--- config.mk ---
export PLATFORM = sky130hd
export DESIGN_NAME = rf_writeback_arbiter
export DESIGN_NICKNAME = d
export VERILOG_FILES = /design/src/rtl/rf_writeback_arbiter_pkg.sv /design/src/rtl/rf_wb_fifo.sv /design/src/rtl/rf_writeback_arbiter.sv
export SDC_FILE = /design/constraint.sdc
export NUM_CORES = 1
export LEC_CHECK = 0
export CAP_MARGIN = 25
export CORE_MARGIN = 2
export CORE_UTILIZATION = 55
export CTS_BUF_LIST = sky130_fd_sc_hd__clkbuf_2
export CTS_CLUSTER_DIAMETER = 200
export DETAILED_ROUTE_END_ITERATION = 6
export PLACE_DENSITY = 0.92
export SLEW_MARGIN = 30
export SYNTH_ARGS = -nofsm -noshare
export SYNTH_HDL_FRONTEND = slang
export SYNTH_SLANG_ARGS = --single-unit
--- constraint.sdc ---
create_clock -name clk_i -period 3.67 [get_ports clk_i]
set_input_delay 0.5505 -clock clk_i [delete_from_list [all_inputs] [get_ports clk_i]]
set_output_delay 0.5505 -clock clk_i [all_outputs]
set_load 0.01 [all_outputs]
--- src/rtl/rf_writeback_arbiter_pkg.sv ---
// Shared definitions for the register-file writeback arbiter and its return buffer.
package rf_writeback_arbiter_pkg;

  // Default register-file geometry for the vanilla core.
  localparam int rf_addr_width_gp = 5;
  localparam int rf_data_width_gp = 32;

  // Register zero is hard-wired; writes to it are dropped and it is never pending.
  localparam int rf_reg_zero_gp = 0;

  // One buffered remote/long-latency load return.
  typedef struct packed {
    logic [rf_addr_width_gp-1:0] addr;
    logic [rf_data_width_gp-1:0] data;
  } rf_wb_entry_s;

endpackage

--- src/rtl/rf_wb_fifo.sv ---
// Small circular FIFO holding buffered remote returns; exposes its occupancy
// so the arbiter can derive ready from registered state only.
module rf_wb_fifo #(
  parameter int width_p = 37,
  parameter int els_p   = 4
) (
  input  logic                       clk_i,
  input  logic                       reset_i,
  input  logic                       push_i,
  input  logic [width_p-1:0]         data_i,
  input  logic                       pop_i,
  output logic [width_p-1:0]         data_o,
  output logic [$clog2(els_p+1)-1:0] count_o,
  output logic                       empty_o
);

  localparam int ptr_width_lp   = $clog2(els_p);
  localparam int count_width_lp = $clog2(els_p + 1);
  localparam logic [count_width_lp-1:0] els_lp = count_width_lp'(els_p);

  logic [width_p-1:0]        mem_r [els_p];
  logic [ptr_width_lp-1:0]   wptr_r;
  logic [ptr_width_lp-1:0]   rptr_r;
  logic [count_width_lp-1:0] count_r;
  logic                      push_ok;
  logic                      pop_ok;

  assign empty_o = (count_r == '0);
  assign push_ok = push_i & (count_r != els_lp);
  assign pop_ok  = pop_i & ~empty_o;
  assign data_o  = mem_r[rptr_r];
  assign count_o = count_r;

  // Storage is not reset; only pointers and occupancy define validity.
  always_ff @(posedge clk_i) begin
    if (push_ok) begin
      mem_r[wptr_r] <= data_i;
    end
  end

  // Pointers wrap naturally because the depth is a power of two.
  always_ff @(posedge clk_i) begin
    if (reset_i) begin
      wptr_r <= '0;
      rptr_r <= '0;
    end else begin
      if (push_ok) wptr_r <= wptr_r + ptr_width_lp'(1);
      if (pop_ok)  rptr_r <= rptr_r + ptr_width_lp'(1);
    end
  end

  // Occupancy: simultaneous push and pop leave it unchanged.
  always_ff @(posedge clk_i) begin
    if (reset_i) begin
      count_r <= '0;
    end else begin
      case ({push_ok, pop_ok})
        2'b10:   count_r <= count_r + count_width_lp'(1);
        2'b01:   count_r <= count_r - count_width_lp'(1);
        default: count_r <= count_r;
      endcase
    end
  end

endmodule

--- src/rtl/rf_writeback_arbiter.sv ---
// Single write-port master for the 2R1W register file: merges pipeline
// writebacks with buffered remote returns, tracks outstanding remote loads,
// and forces a buffer slot when returns have waited too long.
module rf_writeback_arbiter
  import rf_writeback_arbiter_pkg::*;
#(
  parameter int addr_width_p   = rf_addr_width_gp,
  parameter int data_width_p   = rf_data_width_gp,
  parameter int fifo_els_p     = 4,
  parameter int starve_limit_p = 8
) (
  input  logic                    clk_i,
  input  logic                    reset_i,
  input  logic                    pipe_wb_v_i,
  input  logic [addr_width_p-1:0] pipe_wb_addr_i,
  input  logic [data_width_p-1:0] pipe_wb_data_i,
  input  logic                    remote_v_i,
  input  logic [addr_width_p-1:0] remote_addr_i,
  input  logic [data_width_p-1:0] remote_data_i,
  output logic                    remote_ready_o,
  input  logic                    issue_v_i,
  input  logic [addr_width_p-1:0] issue_addr_i,
  input  logic [addr_width_p-1:0] rs_addr_i,
  input  logic [addr_width_p-1:0] rd_addr_i,
  output logic                    rs_pending_o,
  output logic                    rd_pending_o,
  output logic                    pipe_stall_o,
  output logic                    rf_cen_o,
  output logic                    rf_wen_o,
  output logic [addr_width_p-1:0] rf_write_addr_o,
  output logic [data_width_p-1:0] rf_write_data_o
);

  localparam int entry_width_lp  = addr_width_p + data_width_p;
  localparam int count_width_lp  = $clog2(fifo_els_p + 1);
  localparam int starve_width_lp = $clog2(starve_limit_p + 1);
  localparam int rf_els_lp       = 1 << addr_width_p;

  localparam logic [addr_width_p-1:0]    zero_addr_lp    = addr_width_p'(rf_reg_zero_gp);
  localparam logic [count_width_lp-1:0]  fifo_els_lp     = count_width_lp'(fifo_els_p);
  localparam logic [starve_width_lp-1:0] starve_limit_lp = starve_width_lp'(starve_limit_p);

  logic [entry_width_lp-1:0]  head_entry;
  logic [addr_width_p-1:0]    head_addr;
  logic [data_width_p-1:0]    head_data;
  logic [count_width_lp-1:0]  fifo_count;
  logic                       fifo_empty;
  logic                       push;
  logic                       pop;

  logic                       write_v;
  logic [addr_width_p-1:0]    write_addr;
  logic [data_width_p-1:0]    write_data;

  logic [rf_els_lp-1:0]       pending_r;
  logic [rf_els_lp-1:0]       pending_n;

  logic [starve_width_lp-1:0] starve_r;
  logic [starve_width_lp-1:0] starve_n;
  logic                       stall_r;
  logic                       stall_n;

  // Ready depends only on registered occupancy, so a full buffer refuses a
  // return even in a cycle where it is also being popped.
  assign remote_ready_o = ~reset_i & (fifo_count < fifo_els_lp);
  assign push           = remote_v_i & remote_ready_o;

  rf_wb_fifo #(
    .width_p (entry_width_lp),
    .els_p   (fifo_els_p)
  ) return_buffer (
    .clk_i   (clk_i),
    .reset_i (reset_i),
    .push_i  (push),
    .data_i  ({remote_addr_i, remote_data_i}),
    .pop_i   (pop),
    .data_o  (head_entry),
    .count_o (fifo_count),
    .empty_o (fifo_empty)
  );

  assign head_addr = head_entry[entry_width_lp-1 -: addr_width_p];
  assign head_data = head_entry[data_width_p-1:0];

  // Write-port select: a stall cycle belongs to the buffer head, otherwise the
  // pipeline wins and the buffer drains into idle slots.
  always_comb begin
    pop        = 1'b0;
    write_v    = 1'b0;
    write_addr = pipe_wb_addr_i;
    write_data = pipe_wb_data_i;
    if (!reset_i) begin
      if (stall_r && !fifo_empty) begin
        pop = 1'b1;
      end else if (pipe_wb_v_i) begin
        write_v = 1'b1;
      end else if (!fifo_empty) begin
        pop = 1'b1;
      end
    end
    if (pop) begin
      write_v    = 1'b1;
      write_addr = head_addr;
      write_data = head_data;
    end
  end

  assign rf_cen_o        = ~reset_i;
  assign rf_wen_o        = write_v & (write_addr != zero_addr_lp);
  assign rf_write_addr_o = write_addr;
  assign rf_write_data_o = write_data;

  // Pending-register update: a retiring return clears its bit, a new issue sets
  // one, and the set is applied last so it wins on a same-address collision.
  always_comb begin
    pending_n = pending_r;
    if (pop && (head_addr != zero_addr_lp)) begin
      pending_n[head_addr] = 1'b0;
    end
    if (issue_v_i && (issue_addr_i != zero_addr_lp)) begin
      pending_n[issue_addr_i] = 1'b1;
    end
  end

  // Scoreboard register.
  always_ff @(posedge clk_i) begin
    if (reset_i) begin
      pending_r <= '0;
    end else begin
      pending_r <= pending_n;
    end
  end

  assign rs_pending_o = (rs_addr_i != zero_addr_lp) & pending_r[rs_addr_i];
  assign rd_pending_o = (rd_addr_i != zero_addr_lp) & pending_r[rd_addr_i];

  // Starvation tracking: count cycles the head sits blocked; the stall is
  // raised together with the count reaching its limit, and the forced pop in
  // the stall cycle resets the count so the stall cannot repeat back to back.
  always_comb begin
    starve_n = starve_r;
    if (fifo_empty || pop) begin
      starve_n = '0;
    end else if (starve_r < starve_limit_lp) begin
      starve_n = starve_r + starve_width_lp'(1);
    end
    stall_n = (starve_n == starve_limit_lp);
  end

  // Starvation counter and registered stall.
  always_ff @(posedge clk_i) begin
    if (reset_i) begin
      starve_r <= '0;
      stall_r  <= 1'b0;
    end else begin
      starve_r <= starve_n;
      stall_r  <= stall_n;
    end
  end

  assign pipe_stall_o = stall_r;

`ifndef SYNTHESIS
  // Protocol checks on the surrounding pipeline and memory system.
  a_no_wb_in_stall: assert property (@(posedge clk_i) disable iff (reset_i)
    !(pipe_wb_v_i && pipe_stall_o));
  a_no_waw: assert property (@(posedge clk_i) disable iff (reset_i)
    !(pipe_wb_v_i && (pipe_wb_addr_i != zero_addr_lp) && pending_r[pipe_wb_addr_i]));
  a_no_double_issue: assert property (@(posedge clk_i) disable iff (reset_i)
    !(issue_v_i && (issue_addr_i != zero_addr_lp) && pending_r[issue_addr_i]));
  a_return_was_issued: assert property (@(posedge clk_i) disable iff (reset_i)
    !(remote_v_i && (remote_addr_i != zero_addr_lp) && !pending_r[remote_addr_i]));
  a_pipe_addr_known: assert property (@(posedge clk_i) disable iff (reset_i)
    !(pipe_wb_v_i && $isunknown(pipe_wb_addr_i)));
  a_remote_addr_known: assert property (@(posedge clk_i) disable iff (reset_i)
    !(remote_v_i && $isunknown(remote_addr_i)));
  a_issue_addr_known: assert property (@(posedge clk_i) disable iff (reset_i)
    !(issue_v_i && $isunknown(issue_addr_i)));
`endif

endmodule

==> results of run 1 <==
through the flow:
stage | std cells | hold WS (ps) | total power [mW]
global route | 924 | 346 | 4.28
finish | 924 | 407 | 4.14
detailed placement | 887 | 485 | 3.10
CTS | 919 | 349 | 4.14
global placement | 887 | 471 | 3.06
floorplan | 585 | 455 | 2.79
power by group:
part           total, mW  switching [mW]  internal [mW]  leakage [nW]
logic              0.629           0.308          0.321          1.55
clock network       1.07           0.676          0.395         0.148
registers           2.44          0.0311           2.41          1.71
total               4.14            1.02           3.13          3.40
synthesized netlist by cell type (4+ instances only):
master / n
a21oi_1: 34
and3_1: 4
buf_1: 8
buf_2: 7
clkbuf_1: 15
dfxtp_1: 45
edfxtp_1: 148
ha_1: 6
inv_1: 8
mux2i_1: 8
mux4_2: 54
nand2_1: 134
nand2b_1: 4
nand3_1: 4
nand4_1: 5
nor2_1: 20
nor2b_1: 4
o21ai_0: 4
o31ai_1: 35
xor2_1: 4
worst max-delay path: stages:
cell and delay, ps:
clkdlybuf4s50_1 510, buf_12 150, mux4_2 510, mux4_2 490, mux2_2 280, clkdlybuf4s50_1 480
area by class of cell:
cell class | count | area share, %
clock buffer | 23 | 1.12
clock inverter | 9 | 1.31
inverter | 10 | 0.367
multi-input combinational | 350 | 27.8
sequential | 193 | 52.3
tap | 188 | 2.30
timing repair buffer | 151 | 14.8
sequential cells by signal, summed over array words and instances (netlist names), named ones only:
signal / flops
starve_r: 4
pipe_stall_o: 1
return_buffer.mem_r: 148
return_buffer.rptr_r: 2
return_buffer.wptr_r: 2
pending_r: 31
return_buffer.count_o: 3
what timing repair did:
| action | CTS | global route |
|---|---|---|
| gates resized for setup | 3 | 1 |
| setup buffers | 0 | 5 |
| setup endpoints to repair | 18 | 4 |
| pin swaps | 0 | 0 |
layout by cell type (no fill, tap or decap), types with 4 or more instances in the layout:
master / n
nand4_1: 5
mux4_2: 54
nor2b_1: 4
inv_1: 8
o31ai_1: 35
a21oi_1: 34
mux2i_1: 8
clkbuf_2: 23
nand2b_1: 4
o21ai_0: 4
xor2_1: 4
nand2_1: 134
nor2_1: 20
and3_4: 4
ha_1: 6
clkdlybuf4s50_1: 136
buf_4: 11
dfxtp_1: 43
edfxtp_1: 148
cells by family after synthesis:
group	count (synthesis)
mux	65
compound gates	80
fa+ha+maj	7
buf+inv	42
simple gates	191
flops	193
xor+xnor	7
per-layer routing:
metal	vias up	wire (µm)
li1	2510	-
met4	0	412
met2	285	10200
met1	2820	7250
met5	-	0
met3	44	1580
worst paths after layout:
check	startpoint	endpoint
hold reg to reg	pending_r[4]	pending_r[4]
setup / recovery	rd_addr_i[0]	rd_pending_o
setup reg to reg	pipe_stall_o	return_buffer.count_o[2]
hold / removal	remote_data_i[3]	return_buffer.mem_r[1][3]
==> results by group, run 1 <==
Synth
  • Simple-gate share of the synthesized area: 9.78%
  • Area leader, netlist: edfxtp_1
  • Synthesized area per cell: 14.3 µm²
  • Synth Area in Adders: 1.14%
  • Post-synthesis register bit count: 193
  • Yosys Warn Count: 0
  • Syn_nets: 686
  • Top cell type's share of synthesized area: 53.3%
  • Synth Instances: 585
  • Mux cell area share after synthesis: 15.9%
  • Post-synthesis compound-gate area fraction: 6.14%
  • Asr flop ratio synth: 0%
  • Ys flop type: edfxtp_1
  • Post-synthesis xor/xnor area fraction: 0.735%
  • Sequential share of the synthesized area: 64.1%
  • Post-synth EDFFs: 148
  • Synth cell types: 38
  • Largest family of logic cells by synthesized area: multiplexers
  • Mapped Area: 8340 µm²
  • Area contributors post-synth: edfxtp_1, mux4_2, dfxtp_1, nand2_1, o31ai_1

STA
  • RSZ-0062 raised after global routing: false
  • Max Freq: 0.284 GHz
  • Clock skew: 22.4 ps
  • Max-slew violations: 0
  • Slew @ Worst Pin: 739 ps
  • Final Hold Fails: 0
  • Min Tclk post-route: 3520 ps
  • Period utilisation layout: 95.9%
  • Worst rel slew slack: 50.6%
  • Final setup viols: 0
  • Final TNS setup: 0 ps
  • Worst setup margin: 151 ps

Floorplanning
  • Core box area: 15000 µm²
  • Chip Width: 127 µm
  • # rows: 45
  • Starting Density: 55.5%
  • Die height: 127 µm
  • Full die area: 16200 µm²
  • Io pins: 137

Placed design
  • Area after DPL: 9920 µm²
  • Final Wtd Congestion: 0.944
  • Port buffer count: 136
  • Setup Slack @ Placement: 147 ps
  • Placed wire-length estimate: 13300 µm

Power
  • Power per Cell Area: 405 nW/µm²
  • Worst VDD drop: 0.268 mV
  • Leak pwr: 3.40 nW

Routing
  • Vias per inst: 6.12
  • Post-route DRC: 0
  • Post-route ant nets: 0
  • Drt wl/cell: 21.0 µm
  • TritonRoute pass-1 iters: 6
  • Total number of vias: 5659
  • Final WL: 19400 µm
  • Drt first-iter violations: 572

Worst setup path
  • Flop2flop setup slack: 860 ps
  • Worst Setup Start Kind: input port
  • R2R depth: 10
  • Critical Path Fanout Max: 8
  • Arrival time at the worst endpoint: 2970 ps
  • Crit. End Element: primary output
  • WS Path Type: input port to primary output
  • Worst path required time: 3120 ps

Finish
  • Area growth syn-to-layout: 22.7%
  • Fin nets: 824
  • Fin util: 68.1%
  • Final instance area: 10200 µm²
  • Ant diodes: 0
  • Fillers: 952
  • Area of the multi-input gates: 2840 µm²
  • Fraction of layout cells with a size suffix above 1: 15.2%
  • Reg area: 5350 µm²

Job
  • Max cap viols: 0

Global routing
  • Overall Global Routing Usage: 24.7%
  • M2 GR Usage: 44.0%
  • First-pass GRT wire length: 30500 µm
  • Met1 usage: 30.0%
  • Gr ovfl total: 0
  • Largest net degree at the start of global routing: 45
  • Gr busiest metal: met2
  • Vias in the first global route: 5789
  • Initial antenna violation count: 1
  • M3 GR Usage: 5.78%

CTS
  • Hold_buf cts: 0
  • Clock Latency Late Sink: 750 ps
  • Root buf cell: clkbuf_2
  • CTS H-tree depth: 4
  • Clock buffers created by TritonCTS: 17
  • Sinks on the clock net: 193
  • CTS tree: yes
  • Maximum root-to-sink buffer count: 2
  • Clock transition at the registers of the reported paths: 240 ps

Run status
  • Status: complete, no violations

Worst hold path
  • Hold Path Depth: 1
  • Worst Hold Class: input port to flop
No activity file was read; power rests on OpenSTA's default activity.
==> run 2: changes to the inputs <==
Settings changed: CORE_UTILIZATION 55 to 35, PLACE_DENSITY 0.92 to 0.66, TNS_END_PERCENT set to 5.
==> results by group, run 2 (same netlist as run 1, synthesis figures left out) <==
Run status
  • Status: complete, no violations

Finish
  • Most common cell after layout, fill and taps aside: edfxtp_1
  • Biggest register: return_buffer.mem_r
  • Most frequent cells in the layout: edfxtp_1, clkdlybuf4s50_1, nand2_1, mux4_2, dfxtp_1
  • Reg area: 5350 µm² (unchanged)
  • Area growth syn-to-layout: 25.5%
  • Max FFs per register: 148 (unchanged)
  • Fraction of layout cells with a size suffix above 1: 15.4% (+0.14 points)
  • Area of the multi-input gates: 2840 µm² (-0.13%)
  • Fillers: 2179 (+130%)
  • Largest regs: return_buffer.mem_r x148, pending_r x31, starve_r x4
  • Fin nets: 824 (unchanged)

Routing
  • Post-route DRC: 0 (unchanged)
  • TritonRoute pass-1 iters: 5 (-1)
  • Final WL: 18400 µm (-5.3%)
  • Drt wl/cell: 17.4 µm (-17%)
  • Vias per inst: 5.06 (-17%)
  • Post-route ant nets: 0 (unchanged)
  • Drt first-iter violations: 298 (-48%)
  • Total number of vias: 5357 (-5.3%)

CTS
  • Maximum root-to-sink buffer count: 2 (unchanged)
  • Clock buffers created by TritonCTS: 17 (unchanged)
  • Clock transition at the registers of the reported paths: 340 ps (+100 ps)
  • Sinks on the clock net: 193 (unchanged)
  • Root buf cell: clkbuf_2
  • CTS tree: yes
  • Clock Latency Late Sink: 770 ps (+20 ps)
  • Post-CTS Setup Inserts: 0 (unchanged)
  • CTS H-tree depth: 4 (unchanged)

Job
  • Max cap viols: 0 (unchanged)

Worst setup path
  • WS Path Type: input port to primary output
  • Crit-path slowest cell: clkdlybuf4s50_1
  • CP bufs+invs: 3 (unchanged)
  • CP cell instances: clkdlybuf4s50_1, buf_12, mux4_2, mux4_2, mux2_2, clkdlybuf4s50_1
  • Worst R2R Start: pipe_stall_o
  • Worst path required time: 3120 ps (about the same)
  • Arrival time at the worst endpoint: 2920 ps (-50 ps)
  • Critical Path Fanout Max: 8 (unchanged)
  • Worst Setup Start Kind: input port
  • Largest stage delay, worst path: 510 ps (about the same)
  • Flop2flop setup slack: 1130 ps (+270 ps)
  • Crit. End Element: primary output
  • Crit-path leading delay family: multiplexers
  • Worst R2R End: return_buffer.count_o[2]
  • R2R depth: 10 (unchanged)

STA
  • RSZ-0062 raised after global routing: false
  • Worst rel slew slack: 50.0% (-0.66 points)
  • Max Freq: 0.288 GHz (+1.3%)
  • Fin Hold WS: 348 ps (-59.6 ps)
  • Clock skew: 56.3 ps (+33.9 ps)
  • Period utilisation layout: 94.7% (-1.2 points)
  • Final setup viols: 0 (unchanged)
  • Final TNS setup: 0 ps (unchanged)
  • Max-slew violations: 0 (unchanged)
  • Final Hold Fails: 0 (unchanged)
  • Slew @ Worst Pin: 749 ps (+9.88 ps)
  • Min Tclk post-route: 3480 ps (-43.9 ps)

Global routing
  • First-pass GRT wire length: 29000 µm (-4.9%)
  • Largest net degree at the start of global routing: 41 (-8.9%)
  • Initial antenna violation count: 3 (+2)
  • Vias in the first global route: 5461 (-5.7%)
  • Overall Global Routing Usage: 15.3% (-9.4 points)
  • Gr ovfl total: 0 (unchanged)

Worst hold path
  • Worst Hold Class: input port to flop
  • Worst hold start: remote_data_i[8]
  • Min-Delay Endpoint: return_buffer.mem_r[3][8]
  • Hold Path Depth: 1 (unchanged)

Floorplanning
  • Full die area: 25100 µm² (+55%)
  • Io pins: 137 (unchanged)
  • Die height: 158 µm (+25%)
  • Core box area: 23400 µm² (+56%)
  • # rows: 56 (+24%)
  • Chip Width: 158 µm (+25%)
  • Starting Density: 35.6% (-20 points)

Power
  • Leak pwr: 3.43 nW (+0.86%)
  • Worst VDD drop: 0.223 mV (-17%)
  • Power per Cell Area: 403 nW/µm² (-0.48%)

Placed design
  • Placed wire-length estimate: 12200 µm (-7.9%)
  • Port buffer count: 136 (unchanged)
  • Final Wtd Congestion: 0.870 (-7.9%)
run 2: changes by cell type in the layout (fill, tap and decap cells not counted), moves of 2 or more:
| cell | before | now |
|---|---|---|
| clkinv_8 | 0 | 7 |
| clkbuf_2 | 23 | 17 |
| and3_2 | 0 | 3 |
| and3_4 | 4 | 1 |
| clkinvlp_4 | 3 | 0 |
| diode_2 | 0 | 3 |
| buf_4 | 11 | 9 |
| buf_6 | 1 | 3 |
| bufinv_16 | 3 | 1 |
| inv_12 | 0 | 2 |
| inv_8 | 0 | 2 |
run 2: how the worst max path moves through the flow:
stage | start | endpoint | slack, ps | cells past startpoint
after floorplan | reset_i | return_buffer.count_o[2] | 830 | 11
after global placement | rd_addr_i[0] | rd_pending_o | 170 | 6
after detailed placement | rd_addr_i[0] | rd_pending_o | 170 | 6
after CTS | return_buffer.count_o[0] | rf_wen_o | 20 | 6
after global routing | flop | rf_wen_o | 30 | 5
final | rd_addr_i[0] | rd_pending_o | 190 | 6
run 2: final cells by class:
type	instances	share of cell area, %
flip-flops and latches	193	51.1
multi-input cells	350	27.1
repair buffers	151	14.5
well taps	319	3.81
clock inverters	15	2.15
clock buffers	17	0.813
inverters	10	0.359
diodes	3	0.0717
run 2: metal layers:
| layer | global-route usage [%] | up-vias | part of all wire, % |
|---|---|---|---|
| li1 | - | 2507 | - |
| met1 | 20.2 | 2642 | 43 |
| met2 | 25.0 | 194 | 48 |
| met3 | 3.81 | 14 | 7.2 |
| met4 | 4.50 | 0 | 1.1 |
| met5 | 0 | - | 0 |
run 2: worst register-to-register path, delay by kind of cell, from the launching register on:
kind            cells  cell delay (ps)
compound gates      1              130
buf+inv             3              410
xor+xnor            1              170
simple gates        3              770
flops               1              420
fa+ha+maj           2              600
run 2: through the flow:
| step | area, µm² | total power, mW | utilization, % | setup WS, ps | instances |
|---|---|---|---|---|---|
| 4_1_cts | 10400 | 4.26 | 44.6 | 22.7 | 1055 |
| 3_5_place_dp | 10100 | 3.09 | 43.3 | 171 | 1023 |
| 5_1_grt | 10500 | 4.40 | 44.7 | 28.4 | 1056 |
| 2_1_floorplan | 8340 | 2.79 | - | 828 | 585 |
| 3_3_place_gp | 10100 | 3.09 | 43.2 | 172 | 1023 |
| 6_report | 10500 | 4.22 | 44.7 | 195 | 1058 |
run 2: timing repair:
| item | CTS | global route |
|---|---|---|
| setup endpoints to repair | 32 | 33 |
| gates resized for setup | 2 | 5 |
| cloned | 0 | 0 |
| hold buffers | 0 | 0 |
run 2: power breakdown:
| part | internal, mW | switching (mW) | leakage (nW) | total, mW |
|---|---|---|---|---|
| clock network | 0.321 | 0.849 | 0.172 | 1.17 |
| logic | 0.317 | 0.292 | 1.55 | 0.608 |
| registers | 2.41 | 0.0269 | 1.71 | 2.44 |
| total | 3.05 | 1.17 | 3.43 | 4.22 |
==> run 3: changes to the inputs <==
Settings changed: SETUP_SLACK_MARGIN set to 0.05.
==> results of run 3 <==
Same layout as run 2 (identical final DEF). Status: complete, no violations.
Main changes from that run: number of gates resized after CTS 2 -> 4
